<file path="src/rtl/adrv9001_spi_responder.sv">
// SPI responder for the ADRV9001 control-port frame: a 16-bit instruction
// followed by 8-bit data bytes, decoded onto a simple register bus.
// All SPI pins are oversampled in the system clock domain.
module adrv9001_spi_responder #(
  parameter int ADDR_W      = 15,
  parameter int SYNC_STAGES = 2,
  parameter int STREAM_EN   = 1
) (
  input  logic              clk,
  input  logic              rst,
  input  logic              spi_csn,
  input  logic              spi_sclk,
  input  logic              spi_mosi,
  output logic              spi_miso,
  output logic              spi_miso_oe,
  output logic [ADDR_W-1:0] reg_addr,
  output logic              reg_wr,
  output logic [7:0]        reg_wdata,
  output logic              reg_rd,
  input  logic [7:0]        reg_rdata,
  output logic              busy,
  output logic              abort
);

  typedef enum logic [1:0] {
    IDLE,
    INSTR,
    DATA,
    HOLD
  } state_t;

  state_t                  state_q, state_d;
  logic [SYNC_STAGES-1:0]  sclk_sync_q, sclk_sync_d;
  logic [SYNC_STAGES-1:0]  csn_sync_q, csn_sync_d;
  logic [SYNC_STAGES-1:0]  mosi_sync_q, mosi_sync_d;
  logic                    sclk_prev_q, sclk_prev_d;
  logic                    csn_prev_q, csn_prev_d;
  logic [3:0]              cnt_q, cnt_d;
  logic [14:0]             sh_q, sh_d;
  logic [7:0]              tx_q, tx_d;
  logic                    rw_q, rw_d;
  logic [ADDR_W-1:0]       reg_addr_q, reg_addr_d;
  logic [7:0]              reg_wdata_q, reg_wdata_d;
  logic                    reg_wr_q, reg_wr_d;
  logic                    reg_rd_q, reg_rd_d;
  logic                    abort_q, abort_d;

  logic                    sclk_s, csn_s, mosi_s;
  logic                    sclk_rise, sclk_fall, csn_fall;
  logic                    byte_done;
  logic [14:0]             addr15;

  assign sclk_s    = sclk_sync_q[SYNC_STAGES-1];
  assign csn_s     = csn_sync_q[SYNC_STAGES-1];
  assign mosi_s    = mosi_sync_q[SYNC_STAGES-1];
  assign sclk_rise = sclk_s & ~sclk_prev_q;
  assign sclk_fall = ~sclk_s & sclk_prev_q;
  assign csn_fall  = ~csn_s & csn_prev_q;
  assign addr15    = {sh_q[13:0], mosi_s};
  assign byte_done = sclk_rise && (cnt_q == 4'd7);

  // Synchronizer chains and the registered copies used for edge detection
  always_comb begin
    sclk_sync_d = {sclk_sync_q[SYNC_STAGES-2:0], spi_sclk};
    csn_sync_d  = {csn_sync_q[SYNC_STAGES-2:0], spi_csn};
    mosi_sync_d = {mosi_sync_q[SYNC_STAGES-2:0], spi_mosi};
    sclk_prev_d = sclk_s;
    csn_prev_d  = csn_s;
  end

  // Frame decoder: next state, shift registers, bus strobes and abort
  always_comb begin
    state_d     = state_q;
    cnt_d       = cnt_q;
    sh_d        = sh_q;
    tx_d        = tx_q;
    rw_d        = rw_q;
    reg_addr_d  = reg_addr_q;
    reg_wdata_d = reg_wdata_q;
    reg_wr_d    = 1'b0;
    reg_rd_d    = 1'b0;
    abort_d     = 1'b0;

    // Read data arrives one clk after the read strobe; otherwise shift out
    // on sclk falls, except the first fall of each byte so bit 7 is held.
    if (reg_rd_q) begin
      tx_d = reg_rdata;
    end else if (state_q == DATA && rw_q && sclk_fall && cnt_q != 4'd0) begin
      tx_d = {tx_q[6:0], 1'b0};
    end

    // A streamed write moves to the next address once its strobe is out,
    // so reg_addr stays valid alongside reg_wr.
    if (reg_wr_q && state_q == DATA && STREAM_EN != 0) begin
      reg_addr_d = reg_addr_q + ADDR_W'(1);
    end

    case (state_q)
      IDLE: begin
        if (csn_fall) begin
          cnt_d   = 4'd0;
          state_d = INSTR;
        end
      end

      INSTR: begin
        if (csn_s) begin
          abort_d = 1'b1;
          state_d = IDLE;
        end else if (sclk_rise) begin
          sh_d = {sh_q[13:0], mosi_s};
          if (cnt_q == 4'd15) begin
            rw_d       = sh_q[14];
            reg_addr_d = addr15[ADDR_W-1:0];
            reg_rd_d   = sh_q[14];
            cnt_d      = 4'd0;
            state_d    = DATA;
          end else begin
            cnt_d = cnt_q + 4'd1;
          end
        end
      end

      DATA: begin
        if (sclk_rise) begin
          sh_d = {sh_q[13:0], mosi_s};
        end
        if (byte_done) begin
          cnt_d = 4'd0;
          if (!rw_q) begin
            reg_wdata_d = {sh_q[6:0], mosi_s};
            reg_wr_d    = 1'b1;
          end
          if (csn_s) begin
            state_d = IDLE;
          end else if (STREAM_EN != 0) begin
            if (rw_q) begin
              reg_addr_d = reg_addr_q + ADDR_W'(1);
              reg_rd_d   = 1'b1;
            end
          end else begin
            state_d = HOLD;
          end
        end else if (csn_s) begin
          abort_d = (cnt_q != 4'd0);
          state_d = IDLE;
        end else if (sclk_rise) begin
          cnt_d = cnt_q + 4'd1;
        end
      end

      HOLD: begin
        if (csn_s) begin
          state_d = IDLE;
        end
      end

      default: state_d = IDLE;
    endcase
  end

  // State and datapath registers
  always_ff @(posedge clk or posedge rst) begin
    if (rst) begin
      state_q     <= IDLE;
      sclk_sync_q <= '0;
      csn_sync_q  <= '1;
      mosi_sync_q <= '0;
      sclk_prev_q <= 1'b0;
      csn_prev_q  <= 1'b1;
      cnt_q       <= 4'd0;
      sh_q        <= '0;
      tx_q        <= 8'd0;
      rw_q        <= 1'b0;
      reg_addr_q  <= '0;
      reg_wdata_q <= 8'd0;
      reg_wr_q    <= 1'b0;
      reg_rd_q    <= 1'b0;
      abort_q     <= 1'b0;
    end else begin
      state_q     <= state_d;
      sclk_sync_q <= sclk_sync_d;
      csn_sync_q  <= csn_sync_d;
      mosi_sync_q <= mosi_sync_d;
      sclk_prev_q <= sclk_prev_d;
      csn_prev_q  <= csn_prev_d;
      cnt_q       <= cnt_d;
      sh_q        <= sh_d;
      tx_q        <= tx_d;
      rw_q        <= rw_d;
      reg_addr_q  <= reg_addr_d;
      reg_wdata_q <= reg_wdata_d;
      reg_wr_q    <= reg_wr_d;
      reg_rd_q    <= reg_rd_d;
      abort_q     <= abort_d;
    end
  end

  assign spi_miso_oe = (state_q == DATA) && rw_q;
  assign spi_miso    = spi_miso_oe & tx_q[7];
  assign reg_addr    = reg_addr_q;
  assign reg_wdata   = reg_wdata_q;
  assign reg_wr      = reg_wr_q;
  assign reg_rd      = reg_rd_q;
  assign busy        = ~csn_s;
  assign abort       = abort_q;

endmodule

</file>
<file path="config.mk">
export PLATFORM = sky130hd
export DESIGN_NAME = adrv9001_spi_responder
export DESIGN_NICKNAME = d
export VERILOG_FILES = /design/src/rtl/adrv9001_spi_responder.sv
export SDC_FILE = /design/constraint.sdc
export NUM_CORES = 1
export LEC_CHECK = 0
export BUFFER_PORTS_ARGS = -buffer_cell sky130_fd_sc_hd__buf_4
export CELL_PAD_IN_SITES_DETAIL_PLACEMENT = 1
export CELL_PAD_IN_SITES_GLOBAL_PLACEMENT = 2
export CORE_UTILIZATION = 40
export DETAILED_ROUTE_END_ITERATION = 8
export GPL_ROUTABILITY_DRIVEN = 0
export PLACE_DENSITY = 0.84
export SYNTH_ARGS = -nofsm -noshare
export SYNTH_HDL_FRONTEND = slang
export SYNTH_SLANG_ARGS = --single-unit
export TNS_END_PERCENT = 100
</file>
<file path="constraint.sdc">
create_clock -name clk -period 3.65 [get_ports clk]
set_input_delay 0.73 -clock clk [delete_from_list [all_inputs] [get_ports clk]]
set_output_delay 0.73 -clock clk [all_outputs]
set_load 0.005 [all_outputs]
</file>
### Word level (Yosys, flattened, before mapping)

Index checks and enable logic that the tools add are counted.

* flip-flop bits (word level): 64
* bits of input ports: 13
* output and inout port bits: 29
* logic and storage cells: 95

* add/subtract/negate cells: 2
* equality and inequality tests: 13
* multiplexer cells: 41
* bitwise gates (word level): 8
* reductions and logical operators: 16

Operator list (number)
* $mux W15: 9
* $pmux W15 S2: 2
* $mux W4: 7
* $mux W8: 2
* $add A15 B1 Y15 const B: 1
* $mux W1: 12
* $ne A3 B3 Y1 const B: 4
* $pmux W4 S3: 1
* $mux W2: 5
* $reduce_and A4 Y1: 2
* $ne A2 B2 Y1 const B: 3
* $pmux W2 S3: 1
* $reduce_and A6 Y1: 1
* $logic_and A1 B1 Y1: 5
* $add A4 B1 Y4 const B: 1
* $and A1 B1 Y1: 4
* $eq A2 B2 Y1 const B: 2
* $eq A4 B3 Y1 const B: 1
* $eq A4 B4 Y1 const B: 1
* $not A1 Y1: 4
* $pmux W1 S2: 2
* $reduce_bool A2 Y1: 2
* $reduce_bool A4 Y1: 1
* $reduce_and A3 Y1: 1
* other kinds (6): 6

### Longest topological paths before layout

Gate-level depths: netlist of run 1.

* depth after elaboration: 7
* mapped depth: 8
* gate-level depth less buffers: 7

### Worst setup path before layout of run 1

No wires, ideal clock.

* path kind: register -> register
* start point: register state_q[0]
* end point: register reg_addr_q[14], in the netlist reg_addr[14]
* library setup time: 136 ps
* data arrival time: 1846 ps
* required time: 3514 ps
* setup slack: 1668 ps
* stages on the path, launching flop included: 9
* path buffers: 1
* period minus slack after synthesis: 1982 ps
* cells stage by stage: dfrtp_1 -> inv_1 -> ha_1 -> and2_1 -> buf_2 -> a21oi_4 -> or4_1 -> xor2_1 -> o221ai_2

* cells in the longest elaborated chain, start to end: 7
* elaborated cells between the ends (all ways): 11
* classes of those cells: eq/ne (2); mux (8); reduce/logical (1)

Ends and longest elaborated chain
* start: declaration: line 32 `state_t state_q, state_d;`
* start signal: assignment: line 181 `state_q <= state_d;`
* $eq A2 B2 Y1: line 94, 98
* $logic_and A1 B1 Y1: line 94 `if (reg_wr_q && state_q == DATA && STREAM_EN != 0) begin`
* $mux W15: line 94
* $mux W15, on equally long branches: line 137, 112
* $mux W15, on equally long branches: line 134, 110
* $mux W15, on equally long branches: line 128, 107
* $pmux W15 S2 *: line 98 `case (state_q)`
* via reg_addr_d[14]: line 42 `logic [ADDR_W-1:0] reg_addr_q, reg_addr_d;`
* end signal: assignment: line 191 `reg_addr_q <= reg_addr_d;`
* end: declaration: line 42

Mark *: on every way through the listed nets, which the timed path passes. The rest lies on a longest branch.
A chain may end at the register's enable or synchronous reset.

### Final worst setup path of run 1

* start point: register state_q[0]
* end point: output spi_miso_oe

* cells in the longest elaborated chain, start to end: 2

Ends and longest elaborated chain
* $eq A2 B2 Y1: line 199 `assign spi_miso_oe = (state_q == DATA) && rw_q;`
* $logic_and A1 B1 Y1: line 199
* end: declaration: line 15 `output logic spi_miso_oe,`

No other way between the ends.

==> flow_metrics.env, run 1 <==
export IMPL_critical_path_s_largest_stage_delay_ps=540
export IMPL_synth_top_cell_area_share_pct=45.2
export IMPL_floorplan_die_width_um=93.9
export IMPL_drtAntennaViolNets=0
export IMPL_synth_top_cell_by_area="sky130_fd_sc_hd__dfrtp_1"
export IMPL_footprint_of_the_multi_input_gates_um2=1650
export IMPL_fp_dieArea_um2=8810
export IMPL_rsz0062_at_grt="false"
export IMPL_worstPathRequired_ps=2920
export IMPL_fp_row_count=33
export IMPL_power_density_normalized_to_cell_area_nw_per_um2=457
export IMPL_worst_endpoint_arrival_ps=1770
export IMPL_worstPathBufferInverterCount=2
export IMPL_power_combinational_fraction_pct=18.1
export IMPL_synth_edff_count=0
export IMPL_post_drt_wl_per_cell_um=17.9
export IMPL_total_power_mw=1.82
export IMPL_synth_cells_most_frequent="sky130_fd_sc_hd__dfrtp_1 (61), sky130_fd_sc_hd__mux2_2 (24), sky130_fd_sc_hd__nand2_1 (24)"
export IMPL_timing_final_ws_setup_ps=1150
export IMPL_yosysSeqAreaShare_pct=47.6
export IMPL_run_status="finished, final reports clean"
export IMPL_layout_core_utilization_pct=48.7
export IMPL_switchingPower_mw=0.553
export IMPL_crit_type="flip-flop to primary output"
export IMPL_intPower_mw=1.27
export IMPL_biggest_fanout_along_the_worst_timing_path=18
export IMPL_setup_crit_end_kind="primary output"
export IMPL_insertion_delay_ps=350
export IMPL_clockBufferDepth=2
export IMPL_sw_frac_of_total_pct=30.4
export IMPL_setup_viol=0
export IMPL_detailedRoute_firstIterationViolations=101
export IMPL_post_synth_main_area_contributors="sky130_fd_sc_hd__dfrtp_1 (45%), sky130_fd_sc_hd__mux2_2 (8.0%), sky130_fd_sc_hd__o21ai_0 (3.1%)"
export IMPL_finalNetCount=378
export IMPL_dp_hpwl_mm=5.96
export IMPL_async_flop_share_pct=100
export IMPL_transition_at_the_pin_with_the_smallest_max_transition_slack_ps=932
export IMPL_fillerInstances=914
export IMPL_slowest_stage="sky130_fd_sc_hd__ha_1"
export IMPL_drtPass1Iterations=4
export IMPL_maximum_resistive_drop_on_vdd_mv=0.318
export IMPL_cts_tree="built"
export IMPL_slew_headroom_pct=37.7
export IMPL_critPathLaunchType="flip-flop"
export IMPL_initial_utilization_pct=41.3
export IMPL_max_freq_ghz=0.401
export IMPL_power_static_leakage_nw=1.74
export IMPL_final_layout_size_suffix_gt1_share_pct=27.1
export IMPL_postSynth_topFlopCell="sky130_fd_sc_hd__dfrtp_1"
export IMPL_chipHeight_um=93.9
export IMPL_antenna_found_initial=0
export IMPL_grt_overflow_total=0
export IMPL_mean_cell_area_of_the_mapped_netlist_um2=10.6
export IMPL_power_frac_clock_pct=36.4
export IMPL_mappedNetlistArea_um2=3380
export IMPL_dr_total_vias=2619
export IMPL_final_seq_area_um2=1610
export IMPL_pre_cts_ws_ps=1190
export IMPL_grt_start_max_net_pins=45
export IMPL_timing_clock_skew_ps=6.90
export IMPL_route_detailed_vias_per_inst=5.61
export IMPL_antenna_diode_count=0
export IMPL_route_detailed_drc=0
export IMPL_reg2regPathDepth=7
export IMPL_worst_path_dominant_cell_family="adder cells"
export IMPL_ys_warnings_count=0
export IMPL_clkTransAtPathRegs_ps=70
export IMPL_syn_instance_count=317
export IMPL_tritoncts_num_buffers=9
export IMPL_cp_cell_sequence="inv_1, ha_1, and2_1, buf_4"
export IMPL_maxSlewViolCount=0
export IMPL_hold_violations=0
export IMPL_min_from="sclk_sync_q[0]"
export IMPL_syn_nets=337
export IMPL_post_synthesis_to_final_layout_area_growth_pct=17.9
export IMPL_power_share_sequential_pct=45.5
export IMPL_timing_final_crit_share_pct=68.4
export IMPL_detail_route_wirelength_mm=8.36
export IMPL_worstHoldPathType="flip-flop to flip-flop"
export IMPL_ctsResizeCount=0
export IMPL_post_synth_num_cell_types=56
export IMPL_grt_util_all_layers_pct=21.4
export IMPL_hold_depth=0
export IMPL_tritoncts_num_sinks=64
export IMPL_io_buffers=41
export IMPL_synth_seq_cells=64
export IMPL_setup_total_negative_slack_ps=0
export IMPL_first_pass_grt_wire_length_mm=14.2
export IMPL_reg2reg_setup_slack_ps=1180
export IMPL_hold_buffers=0
export IMPL_max_cap_violations=0
export IMPL_holdPathEnd="sclk_sync_q[1]"
export IMPL_io_pin_count=42
export IMPL_yosys_cell_count_top_type="sky130_fd_sc_hd__dfrtp_1"
export IMPL_fin_crit_ps=2500
export IMPL_worst_hold_slack_ps=349
export IMPL_post_cts_setup_buffers=0
export IMPL_htreeDepth=3
export IMPL_vias_in_the_first_global_route=2787
export IMPL_timing_rr_start="state_q[0]"
export IMPL_clk_root_buffer_cell="sky130_fd_sc_hd__clkbuf_8"
export IMPL_coreArea_um2=8180
export IMPL_crit_reg2reg_capture="reg_addr[14]"
## worst max-delay path by stage
stage                          start           end  slack [ps]  cells after the start
after floorplan                  rst         abort        1330                      1
after global routing      state_q[0]   spi_miso_oe        1040                      4
after CTS                 state_q[0]      spi_miso        1150                      4
after global placement    state_q[0]  reg_addr[14]        1290                      7
after detailed placement  state_q[0]  reg_addr[14]        1190                      7
final                     state_q[0]   spi_miso_oe        1150                      4
## cells in the final DEF, fill, tap and decap left out, types with 3 or more instances in the layout
| master | instances |
|---|---|
| sky130_fd_sc_hd__dfrtp_1 | 61 |
| sky130_fd_sc_hd__buf_4 | 44 |
| sky130_fd_sc_hd__nand2_1 | 24 |
| sky130_fd_sc_hd__mux2_2 | 24 |
| sky130_fd_sc_hd__o21ai_0 | 21 |
| sky130_fd_sc_hd__nor2_1 | 16 |
| sky130_fd_sc_hd__xnor2_1 | 12 |
| sky130_fd_sc_hd__inv_1 | 11 |
| sky130_fd_sc_hd__nand3_1 | 11 |
| sky130_fd_sc_hd__mux2i_1 | 10 |
| sky130_fd_sc_hd__clkbuf_8 | 9 |
| sky130_fd_sc_hd__a21oi_1 | 8 |
| sky130_fd_sc_hd__nor3_1 | 8 |
| sky130_fd_sc_hd__and3_1 | 7 |
| sky130_fd_sc_hd__ha_1 | 7 |
| sky130_fd_sc_hd__a22oi_1 | 6 |
| sky130_fd_sc_hd__xor2_1 | 6 |
| sky130_fd_sc_hd__o221ai_1 | 5 |
| sky130_fd_sc_hd__nand4_1 | 5 |
| sky130_fd_sc_hd__nor2b_1 | 4 |
| sky130_fd_sc_hd__o211ai_1 | 4 |
| sky130_fd_sc_hd__and2_1 | 3 |
| sky130_fd_sc_hd__and4_1 | 3 |
| sky130_fd_sc_hd__a22o_1 | 3 |
| sky130_fd_sc_hd__or4_1 | 3 |
| sky130_fd_sc_hd__dfstp_2 | 3 |
## metrics by stage
step | std cells | area [um2]
after floorplan | 317 | 3380
after CTS | 467 | 3980
final | 467 | 3980
after detailed placement | 452 | 3770
after global routing | 467 | 3980
after global placement | 452 | 3770
## power by group through the flow
| stage | combinational (mW) | clock, mW | sequential [mW] |
|---|---|---|---|
| after global routing | 0.367 | 0.708 | 0.840 |
| after global placement | 0.314 | 0 | 0.838 |
| after detailed placement | 0.330 | 0 | 0.842 |
| final | 0.329 | 0.663 | 0.827 |
| after floorplan | 0.231 | 0 | 0.818 |
| after CTS | 0.331 | 0.678 | 0.829 |
## state kept, by name, indices dropped and copies added, names as in the netlist
name / flops
sclk_sync_q: 2
abort: 1
reg_addr: 15
reg_wr: 1
sh_q: 15
rw_q: 1
csn_sync_q: 2
sclk_prev_q: 1
reg_wdata: 8
cnt_q: 4
csn_prev_q: 1
mosi_sync_q: 2
state_q: 2
reg_rd: 1
tx_q: 8
## worst register-to-register path, delay by kind of cell (launching register included)
family,cells,cell delay [ps]
buffers and inverters,1,110
adders and majority gates,1,540
AOI/OAI and AO/OA,2,210
DFF,1,400
and+or+nand+nor,2,910
xor gates and xnor gates,1,180
## routing by layer
metal	GRT usage, %	wire length [um]	up-vias
li1	-	-	1250
met1	29.2	4030	1326
met2	33.3	3980	33
met3	5.10	235	10
met4	6.79	115	0
met5	0	0	-
## final cells by class
cell class,instances,area share [%]
timing repair buffer,44,8.30
sequential,64,40.3
clock buffer,9,3.11
multi-input combinational,226,41.6
clock inverter,6,2.14
tap,105,3.30
inverter,13,1.23
## cells by family after synthesis
kind of cell / Yosys count / share of synthesized area, %
AOI/OAI and AO/OA: 67 / 14.0
xor gates and xnor gates: 18 / 4.67
adders and majority gates: 7 / 2.59
buffers and inverters: 27 / 3.45
DFF: 64 / 47.6
muxes: 34 / 11.0
and+or+nand+nor: 100 / 16.8
Power figures use the tool's default switching activity.
==> run 2, diff against run 1 <==
- ABC_AREA: default -> 1
- CORE_UTILIZATION: 40 -> 31
- PLACE_DENSITY: 0.84 -> 0.76
- clock period: 3.65 -> 2.2 ns (I/O delays scaled with it)
==> run 2 against run 1 <==
  * Synthesized cell count rose by 45%
  * Critical endpoint is now spi_miso
  * Via count increased by 23%
  * Global-route usage shrank 2.9 points
  * Register-to-register slack got worse by 970 ps
  * Clock skew down 1.4 ps
  * Area after synthesis grew 6.6%
  * Highest routed layer unchanged
==> flow_metrics.env, run 2 <==
export IMPL_run_status="finished, final reports clean"
export IMPL_htreeDepth=3
export IMPL_setup_viol=0
export IMPL_maxSlewViolCount=0
export IMPL_cp_cell_sequence="inv_1, ha_2, nand2_1, nor2_1, buf_4"
export IMPL_critPathLaunchType="flip-flop"
export IMPL_clockBufferDepth=2
export IMPL_power_static_leakage_nw=2.10
export IMPL_finish_cell_count_without_fillers=652
export IMPL_maximum_resistive_drop_on_vdd_mv=0.428
export IMPL_syn_instance_count=460
export IMPL_synth_top_cell_by_area="sky130_fd_sc_hd__dfrtp_1"
export IMPL_cts_tree="built"
export IMPL_commonest_cells_after_routing_fill_and_taps_aside="sky130_fd_sc_hd__nand2_1 (149), sky130_fd_sc_hd__dfrtp_1 (61), sky130_fd_sc_hd__buf_4 (51)"
export IMPL_post_synth_num_cell_types=40
export IMPL_power_density_normalized_to_cell_area_nw_per_um2=960
export IMPL_dp_hpwl_mm=7.42
export IMPL_crit_reg2reg_capture="sh_q[10]"
export IMPL_switchingPower_mw=1.50
export IMPL_grt_overflow_total=0
export IMPL_post_synth_main_area_contributors="sky130_fd_sc_hd__dfrtp_1 (42%), sky130_fd_sc_hd__nand2_1 (16%), sky130_fd_sc_hd__nand3_1 (5.1%)"
export IMPL_power_combinational_fraction_pct=26.8
export IMPL_io_pin_count=42
export IMPL_power_frac_clock_pct=36.7
export IMPL_drtPass1Iterations=4
export IMPL_post_cts_setup_buffers=0
export IMPL_post_synthesis_to_final_layout_area_growth_pct=22.0
export IMPL_ys_warnings_count=0
export IMPL_rsz0062_at_grt="false"
export IMPL_timing_rr_start="state_q[1]"
export IMPL_power_share_sequential_pct=36.6
export IMPL_yosysSeqAreaShare_pct=44.6
export IMPL_numPlacedInstances=636
export IMPL_biggest_fanout_along_the_worst_timing_path=8
export IMPL_dr_total_vias=3219
export IMPL_max_cap_violations=0
export IMPL_antenna_found_initial=0
export IMPL_insertion_delay_ps=330
export IMPL_chipHeight_um=110
export IMPL_route_detailed_vias_per_inst=4.94
export IMPL_detailedRoute_firstIterationViolations=70
export IMPL_worstHoldPathType="input pin to asynchronous set/reset pin"
export IMPL_drtAntennaViolNets=0
export IMPL_fp_dieArea_um2=12000
export IMPL_critical_path_s_largest_stage_delay_ps=410
export IMPL_fp_row_count=38
export IMPL_timing_final_crit_share_pct=92.2
export IMPL_final_layout_size_suffix_gt1_share_pct=19.5
export IMPL_worstPathBufferInverterCount=2
export IMPL_tritoncts_num_sinks=64
export IMPL_route_detailed_drc=0
export IMPL_io_buffers=41
export IMPL_detail_route_wirelength_mm=9.92
export IMPL_tritoncts_num_buffers=9
export IMPL_reg2regPathDepth=8
export IMPL_first_pass_grt_wire_length_mm=16.7
export IMPL_coreArea_um2=11100
export IMPL_slowest_stage="sky130_fd_sc_hd__dfrtp_1"
export IMPL_hold_buffers=0
export IMPL_max_freq_ghz=0.493
export IMPL_hold_violations=0
export IMPL_floorplan_die_width_um=110
export IMPL_grt_util_all_layers_pct=18.4
export IMPL_setup_crit_end_kind="primary output"
export IMPL_clkTransAtPathRegs_ps=60
export IMPL_slew_headroom_pct=66.4
export IMPL_timing_clock_skew_ps=5.51
export IMPL_yosys_cell_count_top_type="sky130_fd_sc_hd__nand2_1"
export IMPL_antenna_diode_count=0
export IMPL_worst_path_dominant_cell_family="flip-flops"
export IMPL_reg2reg_setup_slack_ps=210
export IMPL_postSynth_topFlopCell="sky130_fd_sc_hd__dfrtp_1"
export IMPL_grt_start_max_net_pins=45
export IMPL_synth_cells_most_frequent="sky130_fd_sc_hd__nand2_1 (149), sky130_fd_sc_hd__dfrtp_1 (61), sky130_fd_sc_hd__inv_1 (44)"
export IMPL_crit_type="flip-flop to primary output"
export IMPL_synth_seq_cells=64
export IMPL_synth_top_cell_area_share_pct=42.4
export IMPL_async_flop_share_pct=100
export IMPL_setup_total_negative_slack_ps=0
export IMPL_mappedNetlistArea_um2=3600
export IMPL_worstPathRequired_ps=1760
export IMPL_finalNetCount=527
export IMPL_ctsResizeCount=0
export IMPL_clk_root_buffer_cell="sky130_fd_sc_hd__clkbuf_16"
export IMPL_fillerInstances=1359
export IMPL_post_drt_wl_per_cell_um=15.2
export IMPL_fin_crit_ps=2030
export IMPL_syn_nets=480
export IMPL_worst_endpoint_arrival_ps=1590
export IMPL_timing_final_ws_setup_ps=171
export IMPL_vias_in_the_first_global_route=3342
export IMPL_transition_at_the_pin_with_the_smallest_max_transition_slack_ps=501
export IMPL_mostFrequentLayoutCell="sky130_fd_sc_hd__nand2_1"
export IMPL_synth_edff_count=0
export IMPL_initial_utilization_pct=32.5
export IMPL_sw_frac_of_total_pct=35.7
export IMPL_pre_cts_ws_ps=222
export IMPL_mean_cell_area_of_the_mapped_netlist_um2=7.82
export IMPL_intPower_mw=2.71
-- run 2: cell count changes after synthesis, moves of 8 or more --
| cell | previous run | this run |
|---|---|---|
| sky130_fd_sc_hd__nor2_1 | 16 | 30 |
| sky130_fd_sc_hd__xnor2_1 | 12 | 0 |
| sky130_fd_sc_hd__mux2i_1 | 10 | 0 |
| sky130_fd_sc_hd__o21ai_2 | 0 | 8 |
| sky130_fd_sc_hd__inv_1 | 12 | 44 |
| sky130_fd_sc_hd__o21ai_0 | 21 | 29 |
| sky130_fd_sc_hd__mux2_2 | 24 | 1 |
| sky130_fd_sc_hd__nand3_1 | 11 | 37 |
| sky130_fd_sc_hd__nand2_1 | 24 | 149 |
-- run 2: cell families after synthesis --
group / after synthesis / synth area share [%]
AO/OA/AOI/OAI: 77 / 13.5
XOR/XNOR: 7 / 1.70
adder cells (fa/ha/maj): 7 / 2.43
buffers and inverters: 66 / 8.24
flip-flops: 64 / 44.6
multiplexers: 1 / 0.313
AND/OR/NAND/NOR: 238 / 29.2
-- run 2: final cells by class --
type | count | area (um2) | share of cell area [%]
Sequential cell | 64 | 1610 | 36.6
Clock inverter | 7 | 95.1 | 2.17
Multi-Input combinational cell | 330 | 1700 | 38.7
Inverter | 50 | 188 | 4.27
Timing Repair Buffer | 52 | 403 | 9.18
Clock buffer | 9 | 225 | 5.13
Tap cell | 140 | 175 | 3.99
-- run 2: routing by layer --
layer / share of wire (%) / up-vias / global-route usage, %
met2: 45 / 44 / 29.8
met3: 2.6 / 13 / 2.43
met5: 0 / - / 0
met1: 50 / 1566 / 24.8
met4: 1.9 / 0 / 7.43
li1: - / 1596 / -
-- run 2: stage by stage --
| step | util [%] | hold WS [ps] | total power, mW | cell area (um2) |
|---|---|---|---|---|
| 2_1_floorplan | - | 331 | 2.28 | 3600 |
| 4_1_cts | 39.6 | 135 | 4.28 | 4390 |
| 3_3_place_gp | 36.7 | 332 | 2.66 | 4070 |
| 5_1_grt | 39.6 | 168 | 4.49 | 4390 |
| 6_report | 39.6 | 134 | 4.22 | 4390 |
| 3_5_place_dp | 36.7 | 346 | 2.71 | 4070 |
-- run 2: how the worst max path moves through the flow --
| stage | from | to | slack (ps) | depth (start not counted) |
|---|---|---|---|---|
| floorplan | rst | abort | 170 | 1 |
| global placement | state_q[0] | reg_addr[13] | 290 | 8 |
| detailed placement | state_q[0] | sh_q[10] | 220 | 8 |
| CTS | state_q[0] | spi_miso | 30 | 5 |
| global route | state_q[1] | sh_q[10] | 7 | 8 |
| finish | state_q[0] | spi_miso | 170 | 5 |
-- run 2: power by group through the flow --
stage | clock (mW) | sequential (mW) | combinational (mW)
2_1_floorplan | 0 | 1.51 | 0.768
3_3_place_gp | 0 | 1.55 | 1.10
3_5_place_dp | 0 | 1.57 | 1.14
4_1_cts | 1.59 | 1.55 | 1.15
5_1_grt | 1.62 | 1.57 | 1.29
6_report | 1.55 | 1.54 | 1.13
==> run 3, diff against run 2 <==
- CELL_PAD_IN_SITES_DETAIL_PLACEMENT: 1 -> 0
- CELL_PAD_IN_SITES_GLOBAL_PLACEMENT: 2 -> 1
- CORE_UTILIZATION: 31 -> 39
==> run 3 against run 2 <==
  * The flow now finishes with violations (DRC)
  * Clock-buffer cell count increased by 4
  * Routed wire length fell by 12%
  * Clock skew rose by 6.7 ps
  * Worst setup slack gained 26 ps
  * Sequential share of layout area up 1.4 points
  * Sequential power hardly changed
  * First-iteration DRC count is 120% higher
  * Final area fell by 3.8%
  * Clock power is 33% lower
  * Combinational power barely moved
==> flow_metrics.env, run 3 (synthesis results as in run 2) <==
export IMPL_critPathLaunchType="flip-flop"
export IMPL_grt_util_all_layers_pct=19.8
export IMPL_grt_start_max_net_pins=65
export IMPL_biggest_fanout_along_the_worst_timing_path=8
export IMPL_final_layout_size_suffix_gt1_share_pct=19.0
export IMPL_worst_path_dominant_cell_family="flip-flops"
export IMPL_setup_total_negative_slack_ps=0
export IMPL_commonest_cells_after_routing_fill_and_taps_aside="sky130_fd_sc_hd__nand2_1 (149), sky130_fd_sc_hd__dfrtp_1 (61), sky130_fd_sc_hd__buf_4 (50)"
export IMPL_worstPathRequired_ps=1760
export IMPL_initial_utilization_pct=40.9
export IMPL_ctsResizeCount=0
export IMPL_drtAntennaViolNets=0
export IMPL_floorplan_die_width_um=98.1
export IMPL_detail_route_wirelength_mm=8.74
export IMPL_antenna_diode_count=0
export IMPL_route_detailed_drc=2
export IMPL_timing_rr_start="cnt_q[1]"
export IMPL_power_static_leakage_nw=2.04
export IMPL_post_cts_setup_buffers=0
export IMPL_max_cap_violations=0
export IMPL_total_power_mw=3.67
export IMPL_critical_path_s_largest_stage_delay_ps=420
export IMPL_chipHeight_um=98.1
export IMPL_cp_cell_sequence="inv_1, ha_2, nand2_1, nor2_1, buf_4"
export IMPL_reg2regPathDepth=10
export IMPL_reg2reg_setup_slack_ps=310
export IMPL_fp_row_count=34
export IMPL_failed_checks="DRC"
export IMPL_vias_in_the_first_global_route=3050
export IMPL_tritoncts_num_buffers=9
export IMPL_dr_total_vias=3092
export IMPL_clockBufferDepth=2
export IMPL_timing_final_crit_share_pct=91.1
export IMPL_htreeDepth=3
export IMPL_io_pin_count=42
export IMPL_max_freq_ghz=0.499
export IMPL_fin_crit_ps=2000
export IMPL_clkTransAtPathRegs_ps=70
export IMPL_worstPathBufferInverterCount=2
export IMPL_rsz0062_at_grt="false"
export IMPL_maxSlewViolCount=0
export IMPL_tritoncts_num_sinks=64
export IMPL_setup_crit_end_kind="primary output"
export IMPL_antenna_found_initial=0
export IMPL_hold_violations=0
export IMPL_route_detailed_vias_per_inst=5.00
export IMPL_finalNetCount=526
export IMPL_post_synthesis_to_final_layout_area_growth_pct=17.4
export IMPL_cp_startpoint="state_q[0]"
export IMPL_first_pass_grt_wire_length_mm=14.9
export IMPL_slowest_stage="sky130_fd_sc_hd__dfrtp_1"
export IMPL_timing_clock_skew_ps=12.2
export IMPL_run_status="complete, but fails checks"
export IMPL_crit_type="flip-flop to primary output"
export IMPL_hold_buffers=0
export IMPL_detailedRoute_firstIterationViolations=154
export IMPL_fp_dieArea_um2=9610
export IMPL_cts_tree="built"
export IMPL_finish_cell_count_without_fillers=619
export IMPL_mostFrequentLayoutCell="sky130_fd_sc_hd__nand2_1"
export IMPL_coreArea_um2=8810
export IMPL_clk_root_buffer_cell="sky130_fd_sc_hd__clkbuf_8"
export IMPL_drtPass1Iterations=6
export IMPL_grt_overflow_total=0
export IMPL_numPlacedInstances=603
export IMPL_setup_viol=0
export IMPL_worstHoldPathType="input pin to asynchronous set/reset pin"
export IMPL_slew_headroom_pct=67.0
export IMPL_insertion_delay_ps=350
export IMPL_power_density_normalized_to_cell_area_nw_per_um2=868
export IMPL_path_depth=5
export IMPL_dp_hpwl_mm=6.29
export IMPL_maximum_resistive_drop_on_vdd_mv=0.490
export IMPL_transition_at_the_pin_with_the_smallest_max_transition_slack_ps=491
export IMPL_worst_endpoint_arrival_ps=1560
export IMPL_io_buffers=41
export IMPL_post_drt_wl_per_cell_um=14.1
run 3: cell types whose count changed in the layout (fill, tap and decap cells not counted), sizes merged:
cell / change
buf: -1
bufinv: -1
clkbuf: +4
clkinv: -2
inv: -1
run 3: through the flow:
stage	setup slack, ps	instance area [um2]	util (%)	hold WS, ps
2_1_floorplan	167	3600	-	331
3_3_place_gp	348	4020	45.7	332
3_5_place_dp	324	4020	45.7	336
4_1_cts	67.8	4220	47.9	165
5_1_grt	95.3	4220	48.0	175
6_report	196	4220	48.0	159
run 3: final timing paths:
path	to
max reg2reg	reg_addr[0]
max	spi_miso
max in group asynchronous	csn_sync_q[1]
min	tx_q[2]
min in group clk	csn_sync_q[0]
min reg2reg	mosi_sync_q[1]
run 3: worst min-delay path, cell delays in order:
cell and delay [ps]:
sky130_fd_sc_hd__buf_4 110, sky130_fd_sc_hd__inv_2 60, sky130_fd_sc_hd__buf_12 310
run 3: power by group:
part | internal [mW] | switching, mW | total (mW)
sequential | 1.37 | 0.154 | 1.53
clock | 0.584 | 0.457 | 1.04
combinational | 0.347 | 0.749 | 1.10
run 3: final cells by class:
| cell class | count | area (um2) |
|---|---|---|
| Clock buffer | 13 | 159 |
| Inverter | 50 | 188 |
| Sequential cell | 64 | 1610 |
| Tap cell | 108 | 135 |
| Multi-Input combinational cell | 330 | 1700 |
| Fill cell | 891 | 4580 |
| Clock inverter | 3 | 42.5 |
| Timing Repair Buffer | 51 | 395 |
run 3: per-layer routing:
layer  vias up  GRT usage [%]  part of all wire (%)  wire (um)
met5         -              0                     0          0
met4         0           8.86                   1.7        151
met3        12           2.65                   4.4        387
met2        64           30.0                    42       3690
met1      1418           28.3                    52       4510
li1       1598              -                     -          -
